## config.mk

```make
export PLATFORM = sky130hd
export DESIGN_NAME = sd_sector_mover
export DESIGN_NICKNAME = d
export VERILOG_FILES = /design/src/rtl/sd_sector_mover.sv
export SDC_FILE = /design/constraint.sdc
export NUM_CORES = 1
export LEC_CHECK = 0
export ABC_AREA = 0
export CORE_ASPECT_RATIO = 1.25
export CORE_MARGIN = 4
export CORE_UTILIZATION = 45
export CTS_BUF_LIST = sky130_fd_sc_hd__clkbuf_8 sky130_fd_sc_hd__clkbuf_16
export DETAILED_ROUTE_END_ITERATION = 16
export HOLD_SLACK_MARGIN = 0.12
export PLACE_DENSITY = 0.81
export SETUP_SLACK_MARGIN = 0.5
export SYNTH_ARGS = -nofsm -noshare
export SYNTH_HDL_FRONTEND = slang
export SYNTH_SLANG_ARGS = --single-unit
```

## constraint.sdc

```tcl
create_clock -name w_CLK -period 2.2 [get_ports w_CLK]
set_clock_uncertainty 0.1 [all_clocks]
set_input_delay 0.66 -clock w_CLK [delete_from_list [all_inputs] [get_ports w_CLK]]
set_output_delay 0.66 -clock w_CLK [all_outputs]
set_load 0.01 [all_outputs]
```

## src/rtl/sd_sector_mover.sv

```systemverilog
// Moves one sector of WORDS 32-bit words between a byte-addressed sdcram port
// and a valid/ready read or write stream.
`timescale 1ns/1ps
module sd_sector_mover #(
  parameter int WORDS  = 128,
  parameter int ADDR_W = 41
) (
  input  logic              w_CLK,
  input  logic              w_i_rst_n,
  input  logic              w_i_start,
  input  logic              w_i_write,
  input  logic [31:0]       w_i_sector,
  output logic              w_o_busy,
  output logic              w_o_done,
  output logic [31:0]       w_o_rd_data,
  output logic              w_o_rd_valid,
  input  logic              w_i_rd_ready,
  input  logic [31:0]       w_i_wr_data,
  input  logic              w_i_wr_valid,
  output logic              w_o_wr_ready,
  output logic [ADDR_W-1:0] w_o_sdcram_addr,
  output logic              w_o_sdcram_ren,
  output logic [3:0]        w_o_sdcram_wen,
  output logic [31:0]       w_o_sdcram_wdata,
  input  logic [31:0]       w_i_sdcram_rdata,
  input  logic              w_i_sdcram_busy
);

  localparam int KW = $clog2(WORDS);
  localparam int FW = 32 + KW + 2;
  localparam int EW = (FW > ADDR_W) ? FW : ADDR_W;

  // Stream handshakes: a word moves on a cycle where valid and ready are both 1;
  // the sender keeps valid and data stable until that cycle.
  typedef enum logic [2:0] {
    S_IDLE, S_RD_REQ, S_RD_WAIT, S_RD_OUT, S_WR_IN, S_WR_REQ, S_WR_WAIT, S_DONE
  } state_t;

  state_t            r_state;
  logic [31:0]       r_sector;
  logic [KW-1:0]     r_k;
  logic [ADDR_W-1:0] r_addr;
  logic [31:0]       r_rd_data;
  logic [31:0]       r_wdata;
  logic              w_last;

  // WORDS is a power of two, so sector*WORDS + k is a plain concatenation.
  function automatic logic [ADDR_W-1:0] f_addr(input logic [31:0] sec, input logic [KW-1:0] k);
    logic [EW-1:0] wide;
    wide = EW'({sec, k, 2'b00});
    return wide[ADDR_W-1:0];
  endfunction

  assign w_last = (r_k == KW'(WORDS - 1));

  always_ff @(posedge w_CLK or negedge w_i_rst_n) begin
    if (!w_i_rst_n) begin
      r_state   <= S_IDLE;
      r_sector  <= '0;
      r_k       <= '0;
      r_addr    <= '0;
      r_rd_data <= '0;
      r_wdata   <= '0;
    end else begin
      case (r_state)
        S_IDLE: begin
          if (w_i_start) begin
            r_sector <= w_i_sector;
            r_k      <= '0;
            r_addr   <= f_addr(w_i_sector, '0);
            r_state  <= w_i_write ? S_WR_IN : S_RD_REQ;
          end
        end
        S_RD_REQ: begin
          if (!w_i_sdcram_busy) r_state <= S_RD_WAIT;
        end
        S_RD_WAIT: begin
          if (!w_i_sdcram_busy) begin
            r_rd_data <= w_i_sdcram_rdata;
            r_state   <= S_RD_OUT;
          end
        end
        S_RD_OUT: begin
          if (w_i_rd_ready) begin
            if (w_last) begin
              r_state <= S_DONE;
            end else begin
              r_k     <= r_k + KW'(1);
              r_addr  <= f_addr(r_sector, r_k + KW'(1));
              r_state <= S_RD_REQ;
            end
          end
        end
        S_WR_IN: begin
          if (w_i_wr_valid) begin
            r_wdata <= w_i_wr_data;
            r_state <= S_WR_REQ;
          end
        end
        S_WR_REQ: begin
          if (!w_i_sdcram_busy) r_state <= S_WR_WAIT;
        end
        S_WR_WAIT: begin
          if (!w_i_sdcram_busy) begin
            if (w_last) begin
              r_state <= S_DONE;
            end else begin
              r_k     <= r_k + KW'(1);
              r_addr  <= f_addr(r_sector, r_k + KW'(1));
              r_state <= S_WR_IN;
            end
          end
        end
        S_DONE:  r_state <= S_IDLE;
        default: r_state <= S_IDLE;
      endcase
    end
  end

  // Strobes are gated by sdcram busy in the request cycle so each fires exactly once.
  assign w_o_sdcram_ren   = (r_state == S_RD_REQ) && !w_i_sdcram_busy;
  assign w_o_sdcram_wen   = {4{(r_state == S_WR_REQ) && !w_i_sdcram_busy}};
  assign w_o_sdcram_addr  = r_addr;
  assign w_o_sdcram_wdata = r_wdata;
  assign w_o_rd_data      = r_rd_data;
  assign w_o_rd_valid     = (r_state == S_RD_OUT);
  assign w_o_wr_ready     = (r_state == S_WR_IN);
  assign w_o_busy         = (r_state != S_IDLE);
  assign w_o_done         = (r_state == S_DONE);

endmodule
```

Word-level counts from Yosys, hierarchy flattened
Cells that the tools add are included.
{"block": "word_totals", "register_bits": 147, "inputBits": 103, "out_inout_bits": 114, "elab_cells": 55}
{"block": "classes", "addsub": 1, "eq_ne": 15, "n_mux": 21, "n_bitwise": 1, "reduce_logical": 11}
{"cell": "$mux W41", "n": 4}
{"cell": "$pmux W41 S3", "n": 1}
{"cell": "$mux W7", "n": 4}
{"cell": "$mux W3", "n": 9}
{"cell": "$pmux W3 S8", "n": 1}
{"cell": "$pmux W7 S3", "n": 1}
{"cell": "$eq A3 B3 Y1 const B", "n": 4}
{"cell": "$ne A2 B2 Y1 const B", "n": 6}
{"cell": "$add A7 B1 Y7 const B", "n": 1}
{"cell": "$eq A7 B7 Y1 const B", "n": 1}
{"cell": "$reduce_and A7 Y1", "n": 1}
{"cell": "$eq A3 B2 Y1 const B", "n": 2}
{"cell": "$reduce_and A2 Y1", "n": 3}
{"cell": "$reduce_bool A3 Y1", "n": 2}
{"cell": "$reduce_and A4 Y1", "n": 1}
{"cell": "$eq A3 B1 Y1 const B", "n": 1}
{"cell": "$logic_not A3 Y1", "n": 1}
{"cell": "$logic_and A1 B1 Y1", "n": 2}
{"cell": "$mux W2", "n": 1}
{"cell": "$ne A2 B1 Y1 const B", "n": 1}
{"cell": "$logic_not A1 Y1", "n": 1}
{"cell": "$not A1 Y1", "n": 1}

Longest topological paths before layout
Gate-level depths: netlist (run 1).
{"block": "depth", "depth_word": 4, "mapped_depth": 6, "mapped_depth_nobuf": 5}

Least setup slack after synthesis (run 1)
No wires, ideal clock.
{"block": "synth_timing", "kind": "register to output", "from": "reg r_state[0]", "to": "out w_o_sdcram_wen[1]", "arrival_time_ns": 1.299, "required_time_ns": 1.440, "setup_slack_ns": 0.141, "stages_incl_launch_ff": 6, "n_path_buf": 3, "path_cell_list": "dfrtp_1 > buf_2 > clkbuf_1 > nand2b_1 > nor2_1 > buf_4"}
{"block": "synth_between", "elab_chain_cells": 2}
{"item": "from (decl)", "line": "39", "rtl": "state_t r_state;"}
{"item": "from (signal assigned)", "line": "71", "rtl": "r_state <= w_i_write ? S_WR_IN : S_RD_REQ;"}
{"item": "$eq A3 B3 Y1", "line": "122", "rtl": "assign w_o_sdcram_wen = {4{(r_state == S_WR_REQ) && !w_i_sdcram_busy}};"}
{"item": "$logic_and A1 B1 Y1", "line": "122"}
{"item": "to (decl)", "line": "23", "rtl": "output logic [3:0] w_o_sdcram_wen,"}
Every way passes these cells.

Worst setup path after layout (run 1)
{"block": "layout_timing", "from": "reg r_state[2]", "to": "reg r_addr[35], in the netlist w_o_sdcram_addr[35]"}
{"block": "layout_between", "elab_chain_cells": 3, "word_cells_on_any_way": 9, "cone_classes": "eq/ne (5); mux (1); reduce/logical (3)"}
{"item": "$eq A3 B3 Y1 (tied with other cells)", "line": "65", "rtl": "case (r_state)"}
{"item": "$ne A2 B2 Y1 (no source line) (tied with other cells)"}
{"item": "$reduce_and A4 Y1 (no source line)"}
{"item": "to (signal assigned)", "line": "70", "rtl": "r_addr <= f_addr(w_i_sector, '0);"}
{"item": "to (signal assigned)", "line": "89", "rtl": "r_addr <= f_addr(r_sector, r_k + KW'(1));"}
{"item": "to (signal assigned)", "line": "109", "rtl": "r_addr <= f_addr(r_sector, r_k + KW'(1));"}
{"item": "to (decl)", "line": "42", "rtl": "logic [ADDR_W-1:0] r_addr;"}
Several ways; a longest one is shown, not always the timed one.
A chain may end at the register's enable or synchronous reset.

==> reports/results.ini, run 1 <==
[flow_run]
drv.max_cap_violation_count = 0

[critical_path]
cp_max_fo = 5
rr_worst_depth = 9
crit_type = register to register
end_kind = register
cp.required_ns = 2.39
start_kind = register
ff2ff_setup_slack_ns = -0.04
arrival_ns = 2.42

[synth]
synth_cells = 392
netlist.area_leader.share = 0.5804
synthMuxAreaShare = 0.3188
synth_warnings = 0
synthAdderAreaFrac = 0.003785
synth_compound_area_frac = 0.02755
ys_ff_latch = 138
synth_flop_cell = dfrtp_1
async_flop_share = 1.000
synth_top_cell_by_area = dfrtp_1
synth-xor-area-share = 0.002944
yosysSeqAreaShare = 0.5804
syn_area_sq_um = 5949
synth_edf_count = 0
yosys.area_share.simple = 0.03449
synth_top_family_by_area = multiplexers
ys_top_cells_by_area = dfrtp_1 (58%), mux2_2 (25%), mux2_4 (5.0%)
yosysUniqueCellTypes = 42
avgSynthCellArea_sq_um = 15.18

[hold_path]
min_path_cells = 1
hold_class = register to register

[drt]
first_pass_iters = 6
drtIter0Drc = 180
num_vias = 4590
ant_nets = 0
via_per_inst = 5.128
wl_per_cell_um = 21.79
drc_errors = 0
routed_wl_mm = 19.51

[cts]
tritoncts.num_buffers = 17
clk_latency_ns = 0.41
cts_buffer_depth = 2
cts_tree = yes
htreeDepth = 4
cts_root_buf = clkbuf_16
clkTransAtPathRegs_ns = 0.07
clock_sinks = 138

[sta]
slew_violations = 0
finalSetupTns_ns = -0.6937
setup_violations = 40
finalWorstPathRequiredPeriod_ns = 2.237
hold_violations = 0
rsz0062_at_grt = yes
period_share = 1.017
max_freq_mhz = 447.1
setup_ws_ns = -0.03687

[layout]
regArea_sq_um = 3458
multiInputGateArea_sq_um = 2631
nets = 818
layout_common_cells = dfrtp_1 (134), clkdlybuf4s50_1 (100), mux2_2 (89), buf_4 (70), buf_6 (68)
syn2layout_area_growth_pct = 69.57
n_antenna_cell = 0
nFillCells = 691
drive_above_1_share = 0.6107
final_cells = 895
mostFrequentLayoutCell = dfrtp_1

[die]
initial_core_util = 0.4635
die_y_um = 136.6
rows = 46
io_pins = 217
core_area_sq_um = 12830
die-area_sq_um = 15140
dieWidth_um = 110.8

[global_routing]
antenna_found_initial = 0
grt_max_degree = 55
track_usage = 0.2329
grt_pass1_vias = 4902
grt_overflow = 0
grt_pass1_wl_mm = 27.49

[pwr]
powerDensity_nw_per_um2 = 1549
p_sw_frac = 0.3219
intPower_w = 0.01060
p_seq_frac = 0.295
switchingPower_w = 0.005031
power.leakage_nw = 4.673
combinationalPowerShare = 0.528
irDropWorstVdd_mv = 0.7706
pwr-share-clk = 0.177

[placement]
dp.final_hpwl_mm = 11.69
post-place-ws_ns = -0.5423
portBuffers = 214
dp.cells = 775
gp_congestion = 0.8156

[outcome]
violations = negative setup slack
status = complete, but fails checks

[synthesized netlist by cell type, drive strengths merged (2+ instances only)]
master  instances
o21ai           2
buf            23
mux2          160
inv             2
nor2b           4
mux2i           2
nand2b          2
nand2           6
dfrtp         138
a22o            2
a31oi           3
and2            5
a21oi           5
a21o            2
nor2            6
and3            3
nand3           3
o21a            2
xor2            2
clkbuf          4
nor3            2
[worst paths after layout]
check,to,startpoint
setup / recovery,w_o_sdcram_addr[35]$_DFFE_PN0P_,r_state[2]$_DFFE_PN0P_
hold / removal,w_o_sdcram_wdata[11]$_DFFE_PN0P_,w_o_sdcram_wdata[11]$_DFFE_PN0P_
setup reg to reg,w_o_sdcram_addr[35]$_DFFE_PN0P_,r_state[2]$_DFFE_PN0P_
hold reg to reg,w_o_sdcram_wdata[11]$_DFFE_PN0P_,w_o_sdcram_wdata[11]$_DFFE_PN0P_
max in group asynchronous,r_k[3]$_DFFE_PN0P_,w_i_rst_n
min in group asynchronous,w_o_sdcram_wdata[10]$_DFFE_PN0P_,w_i_rst_n
[through the flow]
step / utilization / power [W] / hold WS [ns] / cell area, sq um
after CTS: 0.7436 / 0.01472 / 0.3919 / 9544
final: 0.7860 / 0.01563 / 0.4020 / 10090
after global placement: 0.6696 / 0.01086 / 0.3704 / 8594
after global routing: 0.7860 / 0.01638 / 0.4171 / 10090
after detailed placement: 0.6696 / 0.01114 / 0.3783 / 8594
after floorplan: - / 0.008099 / 0.2644 / 6170
[area by class of cell]
type	instances	share of cell area
clock buffer	18	0.04353
clock inverter	14	0.01352
inverter	2	0.0007441
multi-input combinational	226	0.2608
sequential	138	0.3428
tap	168	0.02084
timing repair buffer	329	0.3177
[power groups by stage]
stage / Sequential [W] / Clock (W) / Combinational (W)
final: 0.00461 / 0.00277 / 0.00826
after global routing: 0.00475 / 0.00293 / 0.00869
after CTS: 0.00451 / 0.00279 / 0.00742
after detailed placement: 0.00457 / 0 / 0.00657
after global placement: 0.00447 / 0 / 0.00638
after floorplan: 0.00485 / 0 / 0.00325
[registers in the layout (all words and copies together) (netlist names)]
name	count
w_o_sdcram_wdata	32
r_sector	32
w_o_rd_data	32
r_state	3
w_o_sdcram_addr	33
r_k	6
[worst max-delay path, stage by stage, from the launching register on]
cell and delay, ns:
dfrtp_1 0.39, buf_6 0.14, buf_6 0.11, buf_6 0.12
and4b_1 0.32, a21oi_2 0.08, o22ai_4 0.25, buf_6 0.17
clkbuf_16 0.15, mux2_4 0.29
[metal layers]
metal	vias up	wire (um)	track usage	part of all wire
li1	2051	-	-	-
met1	2317	7270	0.2619	0.37
met2	194	10640	0.4221	0.55
met3	28	1181	0.07032	0.061
met4	0	411	0.08008	0.021
met5	-	0	0	0
[cells by family after synthesis]
logic type,Yosys count
xor gates and xnor gates,2
AOI/OAI and AO/OA,21
and+or+nand+nor,37
DFF,138
other,1
muxes,162
adders and majority gates,2
buffers and inverters,29
[repair_timing]
| item | 4_1_cts | 5_1_grt |
|---|---|---|
| endpoints found under the hold margin | 34 | 0 |
| hold buffers | 1 | 0 |
| pin swaps | 6 | 8 |
| setup buffers | 55 | 20 |
| setup endpoints to repair | 249 | 250 |
| resized for setup | 476 | 84 |
| cloned | 5 | 7 |
Power figures use the tool's default switching activity.
==> inputs of run 2 (changes only) <==
- CTS_CLUSTER_SIZE: unset -> 30
==> results of run 2 <==
Final layout, timing and power as in run 1 (identical DEF).
==> inputs of run 3 (changes only) <==
--- a/config.mk
+++ b/config.mk
@@ -9,10 +9,10 @@
 export CORE_ASPECT_RATIO = 1.25
 export CORE_MARGIN = 4
-export CORE_UTILIZATION = 45
+export CORE_UTILIZATION = 40
 export CTS_BUF_LIST = sky130_fd_sc_hd__clkbuf_8 sky130_fd_sc_hd__clkbuf_16
 export CTS_CLUSTER_SIZE = 30
 export DETAILED_ROUTE_END_ITERATION = 16
 export HOLD_SLACK_MARGIN = 0.12
-export PLACE_DENSITY = 0.81
+export PLACE_DENSITY = 0.73
 export SETUP_SLACK_MARGIN = 0.5
 export SYNTH_ARGS = -nofsm -noshare
--- a/constraint.sdc
+++ b/constraint.sdc
@@ -3,3 +3,3 @@
 set_input_delay 0.66 -clock w_CLK [delete_from_list [all_inputs] [get_ports w_CLK]]
 set_output_delay 0.66 -clock w_CLK [all_outputs]
-set_load 0.01 [all_outputs]
+set_load 0.1 [all_outputs]
==> run 3 against run 2 <==
The flow still finishes with violations (negative setup slack). Register-to-register slack improved by 0.04 ns. Highest routed layer is now met5. Via count rose by 1.0%. First-iteration DRC count rose by 2.2%. Largest cell class is now non-clock buffers. Critical path depth fell by 5. Sequential cell count did not move. Worst setup slack got worse by 0.018 ns. Utilization rose by 2.6 points.
==> reports/results.ini, run 3 (same netlist as run 1, synthesis figures left out) <==
[outcome]
status = complete, but fails checks  ; unchanged
violations = negative setup slack  ; unchanged

[global_routing]
grt_overflow = 0  ; unchanged
track_usage = 0.2432  ; was 0.2329
antenna_found_initial = 1  ; was 0
grt_pass1_vias = 5154  ; was 4902
grt_pass1_wl_mm = 30.46  ; was 27.49 mm
grt_max_degree = 45  ; was 55

[drt]
num_vias = 4637  ; was 4590
drtIter0Drc = 184  ; was 180
via_per_inst = 5.051  ; was 5.128
ant_nets = 0  ; unchanged
routed_wl_mm = 20.72  ; was 19.51 mm
drc_errors = 0  ; unchanged
first_pass_iters = 4  ; was 6
wl_per_cell_um = 22.57  ; was 21.79 um

[critical_path]
end_kind = output pin  ; was register
crit_buf_inv = 2  ; was 5
arrival_ns = 1.49  ; was 2.42 ns
start_kind = register  ; unchanged
critPathTopFamily = flip-flops  ; was buffers and inverters
crit_cells = 4  ; was 9
cp_max_fo = 5  ; unchanged
slowest_stage = dfrtp_2  ; was dfrtp_1
crit_chain = buf_6 -> nor2b_4 -> and2_4 -> buf_12  ; was buf_6 -> buf_6 -> buf_6 -> and4b_1 -> a21oi_2 -> o22ai_4 -> buf_6 -> clkbuf_16 -> mux2_4
crit_type = register to output pin  ; was register to register
rr_worst_depth = 8  ; was 9
cp.required_ns = 1.44  ; was 2.39 ns
max_stage_delay_ns = 0.46  ; was 0.39 ns

[layout]
largest_register_ffs = 33  ; unchanged
final_cells = 918  ; was 895
drive_above_1_share = 0.6287  ; was 0.6107
nFillCells = 711  ; was 691
finalInstanceArea_sq_um = 11750  ; was 10090 sq um
syn2layout_area_growth_pct = 97.43  ; was 69.57%
mostFrequentLayoutCell = dfrtp_1  ; unchanged
nets = 829  ; was 818
layout_common_cells = dfrtp_1 (127), buf_12 (121), clkdlybuf4s50_1 (99), mux2_4 (96), buf_4 (77)  ; was dfrtp_1 (134), clkdlybuf4s50_1 (100), mux2_2 (89), buf_4 (70), buf_6 (68)

[placement]
placed_area_sq_um = 9799  ; was 8594 sq um
dp.final_hpwl_mm = 12.56  ; was 11.69 mm
gp_congestion = 0.8581  ; was 0.8156
dp.cells = 781  ; was 775
portBuffers = 214  ; unchanged
post-place-ws_ns = -0.3181  ; was -0.5423 ns

[cts]
tritoncts.num_buffers = 17  ; unchanged
cts_buffer_depth = 2  ; unchanged
clock_sinks = 138  ; unchanged
clk_latency_ns = 0.41  ; about the same
cts_tree = yes  ; unchanged
clkTransAtPathRegs_ns = 0.06  ; was 0.07 ns
cts_root_buf = clkbuf_16  ; unchanged
htreeDepth = 4  ; unchanged

[sta]
setup_violations = 10  ; was 40
finalWorstPathRequiredPeriod_ns = 2.255  ; was 2.237 ns
setup_ws_ns = -0.05460  ; was -0.03687 ns
hold_violations = 0  ; unchanged
max_freq_mhz = 443.5  ; was 447.1 MHz
rsz0062_at_grt = yes  ; unchanged
slew_violations = 0  ; unchanged
period_share = 1.025  ; was 1.017

[die]
io_pins = 217  ; unchanged
core_area_sq_um = 14470  ; was 12830 sq um
die_y_um = 144.4  ; was 136.6 um
initial_core_util = 0.4112  ; was 0.4635
dieWidth_um = 117.1  ; was 110.8 um
rows = 49  ; was 46
die-area_sq_um = 16900  ; was 15140 sq um

[hold_path]
min_path_cells = 1  ; unchanged
hold_class = register to register  ; unchanged

[flow_run]
drv.max_cap_violation_count = 0  ; unchanged

## run 3: worst register-to-register path: stages, from the launching register on
cell     delay, ns
dfrtp_2       0.46
or3_4         0.44
buf_6         0.14
buf_6         0.11
nor2_4        0.18
buf_6         0.16
buf_6         0.10
buf_12        0.11
mux2_4        0.29
## run 3: cell type report
cell class              instances  area (sq um)  area share
repair buffers                340          4658      0.3966
flip-flops and latches        138          3480      0.2962
multi-input cells             226          2769      0.2357
clock buffers                  20         466.7     0.03973
well taps                     178         222.7     0.01896
clock inverters                12         137.6     0.01172
inverters                       2         7.507   0.0006391
diodes                          2         5.005   0.0004261
## run 3: timing repair
item                                    in CTS  in global routing
gates resized for setup                     86                  7
hold buffers                                 1                  0
pin swaps                                   12                  6
endpoints found under the setup margin     248                250
cloned                                      11                  0
buffers inserted                            57                 34
endpoints found under the hold margin       39                  0
## run 3: final timing paths
kind | startpoint | end | slack [ns]
max | r_state[2]$_DFFE_PN0P_ | w_o_rd_valid | -0.05
min | r_sector[21]$_DFFE_PN0P_ | r_sector[21]$_DFFE_PN0P_ | 0.41
max reg2reg | r_state[2]$_DFFE_PN0P_ | r_sector[23]$_DFFE_PN0P_ | 0
min reg2reg | r_sector[21]$_DFFE_PN0P_ | r_sector[21]$_DFFE_PN0P_ | 0.41
max in group asynchronous | w_i_rst_n | r_k[1]$_DFFE_PN0P_ | 0.74
min in group asynchronous | w_i_rst_n | w_o_rd_data[26]$_DFFE_PN0P_ | 0.63
## run 3: through the flow
stage	setup TNS (ns)	util	hold WS, ns
after floorplan	-3.921	-	0.2644
final	-0.3064	0.8118	0.4111
after detailed placement	-15.51	0.6773	0.3896
after global routing	-1.252	0.8117	0.4218
after global placement	-13.78	0.6773	0.3885
after CTS	-0.3564	0.7912	0.4113
## run 3: per-layer routing
metal / part of all wire / vias to the layer above / GRT usage
li1: - / 2071 / -
met1: 0.36 / 2336 / 0.2553
met2: 0.53 / 189 / 0.4468
met3: 0.076 / 39 / 0.08037
met4: 0.031 / 2 / 0.08937
met5: 0.00024 / - / 0
Power of run 3 is left out: the tool's default activity adds up to more than one toggle a clock period on the data nets, which glitch-free logic cannot reach.
